### src/rtl/demux_scan_ctrl_pkg.sv
`default_nettype none
// ============================================================================
//  Module      : demux_pkg
//  Description : Shared constants, state encoding and channel-search helpers
//                for the 1:8 demux scan sequencer.
//  Revision    : 1.0 - initial release
// ============================================================================
package demux_pkg;

    localparam int NUM_CH = 8;
    localparam int SEL_W  = 3;

    typedef logic [1:0] state_t;

    localparam state_t c_ST_IDLE = 2'd0;
    localparam state_t c_ST_RUN  = 2'd1;
    localparam state_t c_ST_DONE = 2'd2;

    // Index of the lowest set bit of mask (0 when mask is empty).
    function automatic logic [SEL_W-1:0] lowest_ch(input logic [NUM_CH-1:0] mask);
        logic [SEL_W-1:0] v_idx;
        v_idx = '0;
        // Scan downward so the last hit is the lowest set bit.
        for (int i = NUM_CH - 1; i >= 0; i--) begin
            if (mask[i]) begin
                v_idx = SEL_W'(i);
            end
        end
        return v_idx;
    endfunction

    // Returns {wrap, idx}: idx is the next set bit strictly above cur.
    // If none exists the search wraps to the lowest set bit and wrap=1,
    // which also covers a single-channel mask where idx == cur.
    function automatic logic [SEL_W:0] next_ch(input logic [NUM_CH-1:0] mask,
                                               input logic [SEL_W-1:0]  cur);
        logic             v_found;
        logic [SEL_W-1:0] v_hi;
        v_found = 1'b0;
        v_hi    = '0;
        for (int i = NUM_CH - 1; i >= 0; i--) begin
            if (mask[i] && (i > int'(cur))) begin
                v_found = 1'b1;
                v_hi    = SEL_W'(i);
            end
        end
        return v_found ? {1'b0, v_hi} : {1'b1, lowest_ch(mask)};
    endfunction

endpackage
`default_nettype wire

### src/rtl/demux_scan_ctrl_if.sv
`default_nettype none
// ============================================================================
//  Module      : demux_scan_ctrl_if
//  Description : Control / data bundle between the scan controller and its
//                environment.
//                master : drives start, stop, mode_cont, en_mask, w
//                slave  : drives sel, y, busy, done
//  Revision    : 1.0 - initial release
// ============================================================================
interface demux_scan_ctrl_if;
    import demux_pkg::*;

    logic              start;
    logic              stop;
    logic              mode_cont;
    logic [NUM_CH-1:0] en_mask;
    logic              w;
    logic [SEL_W-1:0]  sel;
    logic [NUM_CH-1:0] y;
    logic              busy;
    logic              done;

    modport master (
        output start, stop, mode_cont, en_mask, w,
        input  sel, y, busy, done
    );

    modport slave (
        input  start, stop, mode_cont, en_mask, w,
        output sel, y, busy, done
    );

endinterface
`default_nettype wire

### src/rtl/demux_scan_ctrl_demux8_reg.sv
`default_nettype none
// ============================================================================
//  Module      : demux8_reg
//  Description : Registered 1:8 demultiplexer. ld loads y <= w << sel,
//                clr loads y <= 0; clr has priority over ld.
//  Ports       : clk, rst (sync, active-high), clr, ld, w, sel -> y
//  Revision    : 1.0 - initial release
// ============================================================================
module demux8_reg
    import demux_pkg::*;
(
    input  wire logic              clk,
    input  wire logic              rst,
    input  wire logic              clr,
    input  wire logic              ld,
    input  wire logic              w,
    input  wire logic [SEL_W-1:0]  sel,
    output logic      [NUM_CH-1:0] y
);

    logic [NUM_CH-1:0] r_y;

    always_ff @(posedge clk) begin
        if (rst) begin
            r_y <= '0;
        end else if (clr) begin
            r_y <= '0;
        end else if (ld) begin
            r_y <= NUM_CH'(w) << sel;
        end
    end

    assign y = r_y;

endmodule
`default_nettype wire

### src/rtl/demux_scan_ctrl.sv
`default_nettype none
// ============================================================================
//  Module      : demux_scan_ctrl
//  Description : Round-robin scan sequencer for a 1:8 demux. Steps sel
//                through the enabled channels, dwelling DWELL cycles on each,
//                in one-shot or continuous mode.
//  Ports       : clk, rst (sync, active-high)
//                bus (slave): start, stop, mode_cont, en_mask, w in;
//                             sel, y, busy, done out
//  Revision    : 1.0 - initial release
// ============================================================================
module demux_scan_ctrl
    import demux_pkg::*;
#(
    parameter int DWELL = 4,
    parameter int CNT_W = 8
)(
    input  wire logic         clk,
    input  wire logic         rst,
    demux_scan_ctrl_if.slave  bus
);

    localparam logic [CNT_W-1:0] c_DWELL_LAST = CNT_W'(DWELL - 1);

    state_t            r_state;
    state_t            w_state_nxt;
    logic [CNT_W-1:0]  r_cnt;
    logic [SEL_W-1:0]  r_sel;
    logic [NUM_CH-1:0] r_mask;
    logic              r_cont;

    logic [SEL_W:0]    w_next;
    logic              w_wrap;
    logic [SEL_W-1:0]  w_next_idx;
    logic              w_dwell_end;
    logic              w_pass_end;
    logic              w_start_ok;
    logic              w_ld;
    logic              w_clr;
    logic [NUM_CH-1:0] w_y;

    assign w_next      = next_ch(r_mask, r_sel);
    assign w_wrap      = w_next[SEL_W];
    assign w_next_idx  = w_next[SEL_W-1:0];
    assign w_dwell_end = (r_cnt == c_DWELL_LAST);
    // A one-shot pass ends when the dwell on the last channel expires.
    assign w_pass_end  = w_dwell_end && w_wrap && !r_cont;
    assign w_start_ok  = bus.start && (bus.en_mask != '0);

    // State register
    always_ff @(posedge clk) begin
        if (rst) begin
            r_state <= c_ST_IDLE;
        end else begin
            r_state <= w_state_nxt;
        end
    end

    // Next-state logic
    always_comb begin
        w_state_nxt = r_state;
        case (r_state)
            c_ST_IDLE: begin
                if (bus.start) begin
                    w_state_nxt = (bus.en_mask != '0) ? c_ST_RUN : c_ST_DONE;
                end
            end
            c_ST_RUN: begin
                if (bus.stop) begin
                    w_state_nxt = c_ST_IDLE;
                end else if (w_pass_end) begin
                    w_state_nxt = c_ST_DONE;
                end
            end
            c_ST_DONE: w_state_nxt = c_ST_IDLE;
            default:   w_state_nxt = c_ST_IDLE;
        endcase
    end

    // Output decode
    always_comb begin
        bus.busy = (r_state == c_ST_RUN);
        bus.done = (r_state == c_ST_DONE);
        // Route w only while scanning; every other cycle (and stop) clears y.
        w_ld     = (r_state == c_ST_RUN) && !bus.stop;
        w_clr    = !w_ld;
    end

    // Scan datapath: select, dwell counter, captured mask and mode
    always_ff @(posedge clk) begin
        if (rst) begin
            r_sel  <= '0;
            r_cnt  <= '0;
            r_mask <= '0;
            r_cont <= 1'b0;
        end else begin
            case (r_state)
                c_ST_IDLE: begin
                    if (w_start_ok) begin
                        r_mask <= bus.en_mask;
                        r_cont <= bus.mode_cont;
                        r_sel  <= lowest_ch(bus.en_mask);
                        r_cnt  <= '0;
                    end
                end
                c_ST_RUN: begin
                    if (bus.stop) begin
                        r_sel <= '0;
                        r_cnt <= '0;
                    end else if (w_dwell_end) begin
                        r_cnt <= '0;
                        // Hold sel on the final dwell of a one-shot pass.
                        if (!w_pass_end) begin
                            r_sel <= w_next_idx;
                        end
                    end else begin
                        r_cnt <= r_cnt + CNT_W'(1);
                    end
                end
                default: begin
                    r_sel <= '0;
                    r_cnt <= '0;
                end
            endcase
        end
    end

    demux8_reg u_demux8_reg (
        .clk (clk),
        .rst (rst),
        .clr (w_clr),
        .ld  (w_ld),
        .w   (bus.w),
        .sel (r_sel),
        .y   (w_y)
    );

    assign bus.sel = r_sel;
    assign bus.y   = w_y;

endmodule
`default_nettype wire

### src/flat_wrapper.sv
// flat-port wrapper written by rule: the top's interface ports become plain ports
module demux_scan_ctrl_flat import demux_pkg::*;
#(
    parameter int DWELL = 4,
    parameter int CNT_W = 8
)
  (clk, rst, bus_start, bus_stop, bus_mode_cont, bus_en_mask, bus_w, bus_sel, bus_y, bus_busy, bus_done);
  demux_scan_ctrl_if bus_i ();
  input  wire logic clk;
  input  wire logic rst;
  input wire logic [$bits(bus_i.start)-1:0] bus_start;
  input wire logic [$bits(bus_i.stop)-1:0] bus_stop;
  input wire logic [$bits(bus_i.mode_cont)-1:0] bus_mode_cont;
  input wire logic [$bits(bus_i.en_mask)-1:0] bus_en_mask;
  input wire logic [$bits(bus_i.w)-1:0] bus_w;
  output wire logic [$bits(bus_i.sel)-1:0] bus_sel;
  output wire logic [$bits(bus_i.y)-1:0] bus_y;
  output wire logic [$bits(bus_i.busy)-1:0] bus_busy;
  output wire logic [$bits(bus_i.done)-1:0] bus_done;
  assign bus_i.start = bus_start;
  assign bus_i.stop = bus_stop;
  assign bus_i.mode_cont = bus_mode_cont;
  assign bus_i.en_mask = bus_en_mask;
  assign bus_i.w = bus_w;
  assign bus_sel = bus_i.sel;
  assign bus_y = bus_i.y;
  assign bus_busy = bus_i.busy;
  assign bus_done = bus_i.done;
  demux_scan_ctrl #(.DWELL(DWELL), .CNT_W(CNT_W)) u_core (.clk(clk), .rst(rst), .bus(bus_i));
endmodule
### config.mk
export PLATFORM = sky130hd
export DESIGN_NAME = demux_scan_ctrl_flat
export DESIGN_NICKNAME = d
export VERILOG_FILES = /design/src/rtl/demux_scan_ctrl_pkg.sv /design/src/rtl/demux_scan_ctrl_if.sv /design/src/rtl/demux_scan_ctrl_demux8_reg.sv /design/src/rtl/demux_scan_ctrl.sv /design/src/flat_wrapper.sv
export SDC_FILE = /design/constraint.sdc
export NUM_CORES = 1
export LEC_CHECK = 0
export CORE_UTILIZATION = 65
export CTS_BUF_LIST = sky130_fd_sc_hd__clkbuf_4 sky130_fd_sc_hd__clkbuf_8
export CTS_CLUSTER_DIAMETER = 40
export DETAILED_ROUTE_END_ITERATION = 7
export DONT_BUFFER_PORTS = 1
export GPL_TIMING_DRIVEN = 1
export HOLD_SLACK_MARGIN = 0.06
export PLACE_DENSITY = 0.81
export SYNTH_ARGS = -nofsm -noshare
export SYNTH_HDL_FRONTEND = slang
export SYNTH_SLANG_ARGS = --single-unit
### constraint.sdc
create_clock -name clk -period 3.1 [get_ports clk]
set_input_delay 0.465 -clock clk [delete_from_list [all_inputs] [get_ports clk]]
set_output_delay 0.465 -clock clk [all_outputs]
set_load 0.05 [all_outputs]
Word level (Yosys, flattened, before mapping)
Cells that the tools add are included.
- input bits: 14
- bits in latches: 0
- output and inout port bits: 13
- logic and storage cells: 88
- bits in read-only memories: 0
- flip-flop bits (word level): 30
- memories kept: 0
- RAM bits: 0
- shift-type cells: 1
- add/sub/neg operators: 1
- multiplexer cells: 45
- equal/unequal tests: 8
- divide/modulo/power cells: 0
- reduce and logical (&&, ||, !) cells: 19
- bitwise logic cells: 1
- order comparisons: 7
- multiply operators: 0
- operators with widths (cell ; count):
    $mux 3 ; 27
    $mux 8 ; 3
    $pmux 8 s2 ; 1
    $gt 3x3->1 const A ; 4
    $logic_and 1x1->1 ; 11
    $add 8x1->8 const B ; 1
    $eq 8x2->1 const B ; 1
    $mux 2 ; 4
    $reduce_bool 8->1 ; 1
    $shl 1x3->8 ; 1
    $mux 1 ; 7
    $gt 2x3->1 const A ; 2
    $ne 3x2->1 const B ; 2
    $pmux 3 s2 ; 1
    $mux 4 ; 1
    $pmux 2 s2 ; 1
    $reduce_and 2->1 ; 2
    $gt 1x3->1 const A ; 1
    $ne 3x3->1 const B ; 1
    $reduce_and 3->1 ; 1
    $eq 2x1->1 const B ; 1
    $eq 2x2->1 const B ; 1
    $logic_not 1->1 ; 2
    $logic_not 2->1 ; 1
    other kinds (4) ; 4

Logic depth before layout (Yosys ltp)
Gate-level depths: netlist of run 1.
- word-level depth: 16
- depth in mapped cells: 7
- depth with buffers taken out: 6

By module
A second synthesis of run 1 with hierarchy kept.
- cell total of the unflattened synthesis: 181
- area, all modules: 1595.3 um2
- by module, submodules not included (module ; sequential area each (um2) ; instances ; cells an instance ; area each (um2)):
    demux_scan_ctrl ; 440.4 ; 1 ; 158 ; 1290.0
    demux8_reg ; 160.2 ; 1 ; 23 ; 305.3

Worst setup path before layout of run 1
OpenSTA, ideal clock, no wires.
- path type: flip-flop to flip-flop
- start: reg u_core.r_sel[1] (netlist: u_core.bus.sel[1])
- end: reg u_core.r_sel[2] (netlist: u_core.bus.sel[2])
- cell stages (with the launch flop): 7
- buffers on the path: 1
- required time: 3009 ps
- period minus slack after synthesis: 1872 ps
- setup slack: 1228 ps
- library setup time: 91 ps
- arrival: 1781 ps
- cells stage by stage: dfxtp_1 -> buf_2 -> o21bai_1 -> a21oi_1 -> a2111oi_0 -> a41oi_1 -> a311oi_1
- word-level cells in the longest chain between the ends: 14
- elaborated cells between the ends (all ways): 37
- classes of those cells: 7 x order compare; 1 x eq/ne; 19 x mux; 10 x reduce/logical
- RTL lines (element ; line ; RTL):
    start: declaration ; demux_scan_ctrl.sv:28 ; logic [SEL_W-1:0] r_sel;
    start signal: assignment ; demux_scan_ctrl.sv:102 ; r_sel <= lowest_ch(bus.en_mask);
    start signal: assignment ; demux_scan_ctrl.sv:114 ; r_sel <= w_next_idx;
    $gt 3x3->1 ; demux_scan_ctrl_pkg.sv:42 ; if (mask[i] && (i > int'(cur))) begin
    $logic_and 1x1->1 ; demux_scan_ctrl_pkg.sv:42 ;
    $mux 3 or $mux 1 (tied branches) (7 in series) ; demux_scan_ctrl_pkg.sv:42 ;
    $mux 4 * ; demux_scan_ctrl_pkg.sv:47 ; return v_found ? {1'b0, v_hi} : {1'b1, lowest_ch(mask)};
    $mux 3 or $logic_and 1x1->1 (tied branches) ; demux_scan_ctrl.sv:113, demux_scan_ctrl.sv:47 ;
    $mux 3 or $logic_and 1x1->1 (tied branches) ; demux_scan_ctrl.sv:110, demux_scan_ctrl.sv:47 ;
    $mux 3 or $ne 3x3->1 (tied branches) ; -- ;
    $pmux 3 s2 or $reduce_and 3->1 (tied branches) ; -- ;
Every way passes the cells marked *; elsewhere a longest branch is shown, timed or not. The select of a mux whose other input is x is not followed.
A chain may end at the register's enable or synchronous reset.

Worst setup path after layout of run 1
- start: reg u_core.r_sel[2] (netlist: u_core.bus.sel[2])
- end: reg u_core.r_sel[1] (netlist: u_core.bus.sel[1])
The elaborated chain is that of the path after synthesis.

==> results of run 1 <==
-- per-stage QoR --
step | util | setup WS [ns] | instance area, sq um | power (mW)
after global placement | 0.689 | 1.06 | 1550 | 0.606
after global routing | 0.724 | 0.737 | 1630 | 0.935
final | 0.724 | 0.965 | 1630 | 0.894
after CTS | 0.724 | 0.988 | 1630 | 0.894
after floorplan | - | 1.23 | 1580 | 0.594
after detailed placement | 0.689 | 1.02 | 1550 | 0.613
-- cell usage after synthesis, types with 2 or more instances --
master     number  area [sq um]
buf_2           2          10.0
nand2_1        11          41.3
nor2b_1         8          50.1
buf_6           2          22.5
nor2_1         32           120
nor4b_1         2          17.5
nor3_1          6          30.0
a31oi_1         2          12.5
and2b_2         2          17.5
mux2i_1         8          80.1
and3_1          3          18.8
nand3_1         4          20.0
a21oi_1        10          50.1
xor2_1          6          52.6
clkbuf_1        4          15.0
a2bb2oi_1       2          17.5
nor4_1          2          12.5
dfxtp_1        30           601
and2_1          2          12.5
o21bai_1        2          15.0
nand4_1         4          25.0
inv_1           4          15.0
o21ai_0         8          40.0
o31ai_1         3          22.5
-- flip-flops by register name (all words and copies together), names as in the netlist --
| name | count |
|---|---|
| u_core.r_cont | 1 |
| u_core.r_cnt | 8 |
| u_core.u_demux8_reg.y | 8 |
| u_core.bus.sel | 3 |
| u_core.r_state | 2 |
| u_core.r_mask | 8 |
-- path summary, 6_finish.rpt --
check             depth (start not counted)                 to               from  slack (ns)
hold / removal                            1   u_core.r_mask[4]                rst        0.20
hold reg to reg                           2    u_core.r_cnt[7]    u_core.r_cnt[7]        0.55
setup reg to reg                          6  u_core.bus.sel[1]  u_core.bus.sel[2]        0.97
setup / recovery                          6  u_core.bus.sel[1]  u_core.bus.sel[2]        0.97
-- worst register-to-register path, cell delays in order, from the launching register on --
cell and delay, ns:
dfxtp_1 0.90, o21ai_0 0.21, o21ai_0 0.14, and2_1 0.24
nand3_1 0.20, a211o_2 0.34, nand2_1 0.06
-- kinds of logic (layout without fill, tap and decap cells) --
group,after synthesis,count (layout),synth area share
buf+inv,13,12,0.0483
mux,8,8,0.0507
flops,30,30,0.380
compound gates,41,41,0.189
xor+xnor,7,7,0.0388
simple gates,87,87,0.284
fa+ha+maj,1,1,0.00792
-- report_power, final --
part           switching (mW)  total (mW)  internal, mW  leakage [nW]
sequential             0.0586       0.462         0.403         0.244
clock                   0.132       0.287         0.155        0.0446
combinational          0.0803       0.146        0.0653         0.334
total                   0.271       0.894         0.624         0.622
-- layer usage --
layer	part of all wire	wire (microns)	track usage
met2	0.48	1590	0.463
met5	0	0	0
met3	0.073	243	0.0863
met1	0.41	1390	0.339
met4	0.036	120	0.149
-- layout make-up --
cell class,count,share of cell area
multi-input combinational,144,0.553
sequential,30,0.368
clock buffer,8,0.0483
tap,28,0.0215
inverter,4,0.00920
-- layout by cell type, fill, tap and decap left out, drive strengths merged, types with 3 or more instances in the layout --
master  count
nor2b       8
nand2      12
inv         4
and3        4
nand4       4
clkbuf      8
o31ai       3
nor2       32
o21ai       9
dfxtp      30
mux2i       8
xor2        6
nor3        6
nand3       4
a21oi      10
==> summary.txt, run 1 <==
Global route
  • Maximum number of pins on one net before global-route repair: 20
  • Vias in the first global route: 1295
  • Gr usage total: 0.286
  • Total global routing overflow: 0
  • First-pass GRT wire length: 5580 microns
  • Initial antenna violation count: 0

Clocking
  • Post-CTS setup buffers: 0
  • Clk buf depth: 2
  • CTS Root Cell: clkbuf_4
  • Hold_buf cts: 0
  • Clock transition at path regs: 0.09 ns
  • TritonCTS clock tree: done
  • CTS Sinks: 30
  • Clk Latency, worst-skew pair: 0.32 ns
  • Total CTS buffers: 5
  • Post-cts gate resize count: 0
  • CTS H-tree depth: 2

Power and ir drop
  • Peak VDD IR: 0.466 mV
  • Leakage: 0.622 nW
  • Pwr/cell area: 548 mW/mm^2

Placed design
  • Cell count after placement: 206
  • GPL Wtd Cong: 0.875
  • Port Buffers: 0
  • HPWL Detailed: 2470 microns

Timing
  • Final Critical Period: 2.13 ns
  • Setup Skew: 0.00448 ns
  • Setup TNS: 0 ns
  • Hold_ws: 0.198 ns
  • RSZ-0062 raised after global routing: no
  • Final worst path period share: 0.689
  • Fin. max-slew vios: 0
  • Fmax: 468 MHz
  • Worst-Margin Slew: 0.931 ns
  • Fin. Hold Viols: 0
  • Slew HR: 0.378
  • Final setup fails: 0

Outcome
  • Status: complete, no violations

Worst setup path
  • Most numerous cell on the critical path: o21ai_0
  • Worst Path Buf+Inv: 0
  • Crit path launch type: register
  • WP data arrival: 2.41 ns
  • CP Max Fanout: 14
  • Cell Chain, Critical Path: o21ai_0, o21ai_0, and2_1, nand3_1, a211o_2, nand2_1
  • CP Capture Type: register
  • CP max stage delay: 0.90 ns
  • Cell family with most CP delay: flip-flops
  • Worst EP required: 3.37 ns
  • CP Class: reg2reg
  • Critical-path top delay cell: dfxtp_1

Routing
  • Antenna Nets Post-Route: 0
  • WL final: 3340 microns
  • Drt wl/cell: 15.6 microns
  • Routed via count: 1398
  • Vias per cell: 6.53
  • Initial DRC count: 46
  • # DRC: 0
  • Pre-antenna DRT Iters: 4

Logic synthesis
  • Syn avg cell area: 8.44 sq um
  • Post-synth EDFFs: 0
  • Synth Cell Area: 0.00158 sq mm
  • Netlist cell types: 52
  • YS warnings: 0
  • Syn Nets: 202
  • Post-synth ARST share: 0
  • FF+latch count, synth: 30
  • Sequential share of the synthesized area: 0.380
  • Ys flop type: dfxtp_1
  • Syn Inst Count: 187

Worst hold path
  • Hold Path Class: in2reg

Job
  • Max_cap viols: 0

Cells and area
  • Area Growth Syn to Fin: 3.33%
  • Layout Nets: 200
  • # fillers: 197
  • Fraction of layout cells with a size suffix above 1: 0.0968
  • Area of the multi-input gates: 902 sq um
  • Non-filler cells, final: 214
  • Ant diodes: 0
  • Reg area: 601 sq um

Die
  • Initial core utilization: 0.700
  • Placeable Area: 0.00225 sq mm
  • Rows: 17
  • Die area: 0.00263 sq mm
  • I/O pin count: 27
  • Chip height: 51.3 microns
  • Die width: 51.3 microns
(Power assumes the default switching activity.)
==> run 2: changes to the inputs <==
--- a/config.mk
+++ b/config.mk
@@ -5,14 +5,15 @@
 export SDC_FILE = /design/constraint.sdc
 export NUM_CORES = 1
 export LEC_CHECK = 0
-export CORE_UTILIZATION = 65
+export CORE_ASPECT_RATIO = 2
+export CORE_UTILIZATION = 59
 export CTS_BUF_LIST = sky130_fd_sc_hd__clkbuf_4 sky130_fd_sc_hd__clkbuf_8
 export CTS_CLUSTER_DIAMETER = 40
 export DETAILED_ROUTE_END_ITERATION = 7
 export DONT_BUFFER_PORTS = 1
 export GPL_TIMING_DRIVEN = 1
 export HOLD_SLACK_MARGIN = 0.06
-export PLACE_DENSITY = 0.81
+export PLACE_DENSITY = 0.78
 export SYNTH_ARGS = -nofsm -noshare
 export SYNTH_HDL_FRONTEND = slang
 export SYNTH_SLANG_ARGS = --single-unit
==> constraint.sdc (replaced) <==
create_clock -name clk -period 1.8 [get_ports clk]
set_input_delay 0.27 -clock clk [delete_from_list [all_inputs] [get_ports clk]]
set_output_delay 0.27 -clock clk [all_outputs]
set_load 0.05 [all_outputs]
==> summary.txt, run 2 (same netlist as run 1, synthesis figures left out) <==
Job
  • Max_cap viols: 0 (unchanged)

Routing
  • WL final: 4030 microns (+21%)
  • Pre-antenna DRT Iters: 4 (unchanged)
  • Vias per cell: 6.25 (-4.4%)
  • Drt wl/cell: 16.9 microns (+8.2%)
  • Routed via count: 1493 (+6.8%)
  • Initial DRC count: 58 (+26%)
  • Antenna Nets Post-Route: 0 (unchanged)
  • # DRC: 0 (unchanged)

Placed design
  • Cell count after placement: 230 (+12%)
  • GPL Wtd Cong: 0.953 (+9.0%)
  • HPWL Detailed: 2900 microns (+17%)
  • Setup WS pre-CTS: -0.0155 ns (-1.03 ns)
  • Placed standard-cell area: 0.00174 sq mm (+12%)
  • Port Buffers: 0 (unchanged)

Timing
  • Fin. max-slew vios: 0 (unchanged)
  • Setup TNS: 0 ns (unchanged)
  • Worst-Margin Slew: 0.491 ns (-0.440 ns)
  • Final worst path period share: 0.996 (+0.307)
  • Final Critical Period: 1.79 ns (-0.343 ns)
  • Fin. Hold Viols: 0 (unchanged)
  • Hold_ws: 0.112 ns (-0.0862 ns)
  • Fmax: 558 MHz (+19%)
  • RSZ-0062 raised after global routing: yes
  • Slew HR: 0.668 (+0.290)
  • Setup Skew: 0.00312 ns (-0.00136 ns)
  • Worst Setup Slack, final: 0.00805 ns (-0.957 ns)
  • Final setup fails: 0 (unchanged)

Cells and area
  • Final Instance Area: 0.00186 sq mm (+14%)
  • Ant diodes: 0 (unchanged)
  • Regs by FF count: u_core.r_cnt (8), u_core.r_mask (8), u_core.u_demux8_reg.y (8)
  • Commonest non-fill, non-tap cell in the layout: nor2_1
  • Most frequent cells in the layout: 32 x nor2_1, 27 x dfxtp_1, 24 x buf_4, 11 x nand2_1, 10 x a21oi_1
  • Layout Nets: 225 (+13%)
  • Fraction of layout cells with a size suffix above 1: 0.213 (+0.116)
  • Area Growth Syn to Fin: 17.6%
  • Non-filler cells, final: 239 (+12%)

Worst setup path
  • Crit path launch type: register
  • CP Max Fanout: 7 (-7)
  • CP Capture Type: register
  • CP Class: reg2reg
  • Flop-to-flop setup slack: 0.008 ns (-0.96 ns)
  • Critical-path top delay cell: dfxtp_2
  • Worst EP required: 1.99 ns (-1.38 ns)
  • Worst r2r dst: u_core.bus.sel[2]
  • Cell Chain, Critical Path: o21ai_0, o21ai_1, and2_1, a2111oi_1, buf_4, a41oi_1, a311oi_1
  • R2R cell count: 7 (+1)
  • Crit path capture: u_core.bus.sel[2]
  • Worst r2r src: u_core.bus.sel[1]
  • WP data arrival: 1.98 ns (-0.43 ns)
  • CP max stage delay: 0.36 ns (-0.54 ns)
  • Critical Path Start: u_core.bus.sel[1]

Die
  • Placeable Area: 0.00254 sq mm (+13%)
  • Initial core utilization: 0.622 (-0.0780)
  • Die area: 0.00290 sq mm (+10%)
  • Chip height: 75.2 microns (+47%)
  • I/O pin count: 27 (unchanged)
  • Rows: 26 (+9)
  • Die width: 38.6 microns (-25%)

Clocking
  • TritonCTS clock tree: done
  • Post-CTS setup buffers: 0 (unchanged)
  • CTS Root Cell: clkbuf_8
  • Clk buf depth: 2 (unchanged)
  • Clk Latency, worst-skew pair: 0.29 ns (-0.03 ns)
  • CTS H-tree depth: 2 (unchanged)
  • Clock transition at path regs: 0.07 ns (-0.02 ns)
  • Total CTS buffers: 5 (unchanged)
  • CTS Sinks: 30 (unchanged)

Power and ir drop
  • Comb power frac: 0.219 (+0.056)
  • Leakage: 0.767 nW (+23%)
  • Net Sw Frac: 0.298 (-0.00446)
  • Pint: 1.28 mW (+100%)
  • Clock power frac: 0.375 (+0.054)
  • Pwr/cell area: 979 mW/mm^2 (+79%)
  • Flop pwr share: 0.406 (-0.111)
  • Peak VDD IR: 0.821 mV (+76%)
  • Switching power: 0.542 mW (+100%)

Outcome
  • Status: complete, no violations

Global route
  • Total global routing overflow: 0 (unchanged)
  • Vias in the first global route: 1462 (+13%)
  • First-pass GRT wire length: 6270 microns (+12%)
  • Gr usage total: 0.311 (+0.0252)
  • Initial antenna violation count: 0 (unchanged)
  • Maximum number of pins on one net before global-route repair: 13 (-35%)

Worst hold path
  • Hold Path Class: in2reg
==> run 2: cell types whose count changed in the layout (fill, tap and decap cells not counted) <==
cell           before  now
buf_4               0   24
clkbuf_4            5    0
dfxtp_1            30   27
dfxtp_2             0    3
clkbuf_8            3    5
clkinv_2            0    2
a2111oi_0           1    0
a2111oi_1           0    1
bufinv_16           0    1
dlygate4sd3_1       0    1
o21ai_0             8    7
o21ai_1             0    1
or2_0               1    0
or2_1               0    1
==> run 2: power groups by stage <==
| stage | Clock [mW] | Sequential (mW) | Combinational (mW) |
|---|---|---|---|
| final | 0.682 | 0.738 | 0.399 |
| after CTS | 0.677 | 0.736 | 0.394 |
| after floorplan | 0 | 0.775 | 0.250 |
| after detailed placement | 0 | 0.751 | 0.383 |
| after global routing | 0.707 | 0.741 | 0.430 |
| after global placement | 0 | 0.748 | 0.372 |
==> run 2: area by class of cell <==
| type | count | area, sq um |
|---|---|---|
| clock buffer | 5 | 68.8 |
| clock inverter | 3 | 40.0 |
| fill | 205 | 681 |
| inverter | 4 | 15.0 |
| multi-input combinational | 144 | 903 |
| sequential | 30 | 604 |
| tap | 28 | 35.0 |
| timing repair buffer | 25 | 190 |
==> run 2: timing repair <==
item / CTS / global route
pin swaps: 1 / 1
hold buffers: 1 / 0
setup endpoints to repair: 1 / 13
endpoints found under the hold margin: 11 / 0
resized for setup: 1 / 2
==> run 2: worst min-delay path by stage <==
| stage | start | depth (start not counted) | to | slack, ns |
|---|---|---|---|---|
| 2_1_floorplan | bus_w | 2 | u_core.u_demux8_reg.y[6] | 0.41 |
| 3_3_place_gp | rst | 1 | u_core.r_mask[0] | 0.34 |
| 3_5_place_dp | rst | 1 | u_core.r_mask[0] | 0.34 |
| 4_1_cts | bus_w | 2 | u_core.u_demux8_reg.y[6] | 0.12 |
| 5_1_grt | bus_w | 2 | u_core.u_demux8_reg.y[2] | 0.13 |
| 6_report | bus_w | 2 | u_core.u_demux8_reg.y[6] | 0.11 |
==> run 2: critical path: cells and delay by family, from the launching register on <==
family / cells / cell delay (ns)
AO/OA/AOI/OAI: 5 / 0.99
buffers and inverters: 1 / 0.17
flip-flops: 1 / 0.36
AND/OR/NAND/NOR: 1 / 0.17
==> run 2: stage by stage <==
step                      utilization  power, mW
final                           0.732       1.82
after detailed placement        0.684       1.13
after global routing            0.732       1.88
after CTS                       0.732       1.81
after floorplan                     -       1.03
after global placement          0.684       1.12
==> run 2: per-layer routing <==
layer	part of all wire	wire length, microns	vias to the layer above	track usage
met5	0	0	-	0
met4	0.049	198	0	0.226
met3	0.051	205	17	0.0885
met2	0.54	2180	56	0.552
met1	0.36	1450	707	0.279
li1	-	-	713	-
==> run 3: changes to the inputs <==
--- a/config.mk
+++ b/config.mk
@@ -6,6 +6,7 @@
 export NUM_CORES = 1
 export LEC_CHECK = 0
 export CORE_ASPECT_RATIO = 2
+export CORE_MARGIN = 1.5
 export CORE_UTILIZATION = 59
 export CTS_BUF_LIST = sky130_fd_sc_hd__clkbuf_4 sky130_fd_sc_hd__clkbuf_8
 export CTS_CLUSTER_DIAMETER = 40
==> summary.txt, run 3 (same netlist as run 1, synthesis figures left out) <==
Outcome
  • Status: complete, no violations

Worst setup path
  • Cell Chain, Critical Path: nor4_1, o41ai_1, a2111oi_2, buf_4, a41oi_1, a311oi_1
  • Worst EP required: 1.99 ns (about the same)
  • Flop-to-flop setup slack: 0.10 ns (+0.09 ns)
  • R2R cell count: 6 (-1)
  • Critical Path Start: u_core.r_mask[0]
  • CP Class: reg2reg
  • Worst r2r src: u_core.r_mask[0]
  • CP Max Fanout: 2 (-5)
  • Worst r2r dst: u_core.bus.sel[2]
  • Cell family with most CP delay: compound AO/OA/AOI/OAI gates
  • Worst Path Buf+Inv: 1 (unchanged)
  • Critical-path top delay cell: a2111oi_2
  • CP max stage delay: 0.39 ns (+0.03 ns)
  • CP Capture Type: register
  • WP data arrival: 1.89 ns (-0.09 ns)
  • Crit path launch type: register

Cells and area
  • Commonest non-fill, non-tap cell in the layout: nor2_1
  • Most frequent cells in the layout: 32 x nor2_1, 27 x dfxtp_1, 24 x buf_4, 11 x nand2_1, 10 x a21oi_1
  • Fraction of layout cells with a size suffix above 1: 0.227 (+0.0142)
  • Ant diodes: 0 (unchanged)
  • Layout Nets: 225 (unchanged)
  • Regs by FF count: u_core.r_cnt (8), u_core.r_mask (8), u_core.u_demux8_reg.y (8)
  • Area Growth Syn to Fin: 18.5%

Routing
  • Vias per cell: 6.25 (about the same)
  • Routed via count: 1494 (+0.067%)
  • Drt wl/cell: 16.7 microns (-1.0%)
  • Pre-antenna DRT Iters: 4 (unchanged)
  • Antenna Nets Post-Route: 0 (unchanged)
  • Initial DRC count: 42 (-28%)
  • WL final: 3990 microns (-1.0%)
  • # DRC: 0 (unchanged)

Power and ir drop
  • Switching power: 0.539 mW (-0.56%)
  • Net Sw Frac: 0.296 (-0.00192)
  • Clock power frac: 0.370 (-0.005)
  • Peak VDD IR: 0.710 mV (-13%)
  • Leakage: 0.771 nW (+0.49%)
  • Pwr/cell area: 973 mW/mm^2 (-0.65%)
  • Pint: 1.28 mW (+0.37%)
  • Flop pwr share: 0.401 (-0.005)
  • Comb power frac: 0.229 (+0.010)

Timing
  • Setup Skew: 0.00560 ns (+0.00248 ns)
  • Setup TNS: 0 ns (unchanged)
  • Fmax: 589 MHz (+5.6%)
  • Fin. Hold Viols: 0 (unchanged)
  • Final worst path period share: 0.943 (-0.0526)
  • Worst Setup Slack, final: 0.103 ns (+0.0947 ns)
  • Fin. max-slew vios: 0 (unchanged)
  • Final Critical Period: 1.70 ns (-0.0947 ns)
  • Worst-Margin Slew: 0.480 ns (-0.0106 ns)
  • Final setup fails: 0 (unchanged)
  • Slew HR: 0.680 (+0.0113)
  • RSZ-0062 raised after global routing: no

Job
  • Max_cap viols: 0 (unchanged)

Die
  • Initial core utilization: 0.622 (unchanged)
  • Rows: 26 (unchanged)
  • Placeable Area: 0.00254 sq mm (unchanged)
  • Chip height: 76.2 microns (+1.3%)
  • I/O pin count: 27 (unchanged)
  • Die area: 0.00301 sq mm (+4.0%)
  • Die width: 39.6 microns (+2.6%)

Placed design
  • GPL Wtd Cong: 0.969 (+1.7%)
  • HPWL Detailed: 2910 microns (+0.59%)
  • Port Buffers: 0 (unchanged)
  • Setup WS pre-CTS: -0.0168 ns (-0.00132 ns)

Global route
  • Met2 usage: 0.492 (-0.0600)
  • Met3 Use GR: 0.0758 (-0.0127)
  • GR peak layer: met2
  • Met1 Resource Use GR: 0.306 (+0.0273)
  • Gr usage total: 0.295 (-0.0165)
  • Vias in the first global route: 1427 (-2.4%)
  • First-pass GRT wire length: 6280 microns (+0.22%)
  • Initial antenna violation count: 0 (unchanged)
  • Total global routing overflow: 0 (unchanged)
  • Maximum number of pins on one net before global-route repair: 12 (-1)

Worst hold path
  • Hold path depth: 2 (unchanged)
  • Worst Min Path Start: bus_w
  • Hold Path Class: in2reg
  • Min-Delay Endpoint: u_core.u_demux8_reg.y[3]

Clocking
  • CTS H-tree depth: 2 (unchanged)
  • Clk buf depth: 2 (unchanged)
  • Total CTS buffers: 5 (unchanged)
  • CTS Root Cell: clkbuf_8
  • CTS Sinks: 30 (unchanged)
  • TritonCTS clock tree: done
  • Clk Latency, worst-skew pair: 0.29 ns (about the same)
  • Clock transition at path regs: 0.07 ns (about the same)
## run 3: timing repair
item | 4_1_cts | 5_1_grt
hold endpoints to repair | 11 | 0
setup endpoints to repair | 2 | 6
gates resized for setup | 2 | 3
setup buffers | 0 | 0
hold buffers | 1 | 0
pin swaps | 0 | 1
## run 3: power groups by stage
stage,registers [mW],logic (mW),clock network [mW]
after global placement,0.741,0.384,0
after CTS,0.728,0.404,0.677
final,0.729,0.418,0.673
after global routing,0.733,0.449,0.703
after floorplan,0.775,0.250,0
after detailed placement,0.743,0.394,0
## run 3: cell type report
type,count,area [sq um]
tap,28,35.0
timing repair buffer,25,190
clock inverter,3,40.0
sequential,30,604
inverter,4,15.0
fill,212,667
multi-input combinational,144,917
clock buffer,5,68.8
## run 3: layer usage
metal / vias up / part of all wire
met3: 9 / 0.048
li1: 715 / -
met5: - / 0
met4: 0 / 0.031
met2: 54 / 0.55
met1: 716 / 0.37
## run 3: stage by stage
stage                      util  power (mW)  cells  hold slack [ns]  cell area [sq um]
after floorplan               -        1.03    187            0.407               1580
after global placement    0.684        1.13    230            0.339               1740
after detailed placement  0.684        1.14    230            0.344               1740
after CTS                 0.732        1.81    239            0.121               1860
after global routing      0.737        1.89    239            0.132               1870
final                     0.737        1.82    239            0.118               1870
## run 3: worst max-delay path by stage
stage	cells after the start	slack (ns)	end
final	6	0.10	u_core.bus.sel[2]
after global routing	7	0.009	u_core.bus.sel[2]
after CTS	6	0.02	u_core.bus.sel[2]
after detailed placement	7	-0.02	u_core.bus.sel[2]
after global placement	6	0.03	u_core.bus.sel[2]
after floorplan	6	0.11	u_core.bus.sel[2]
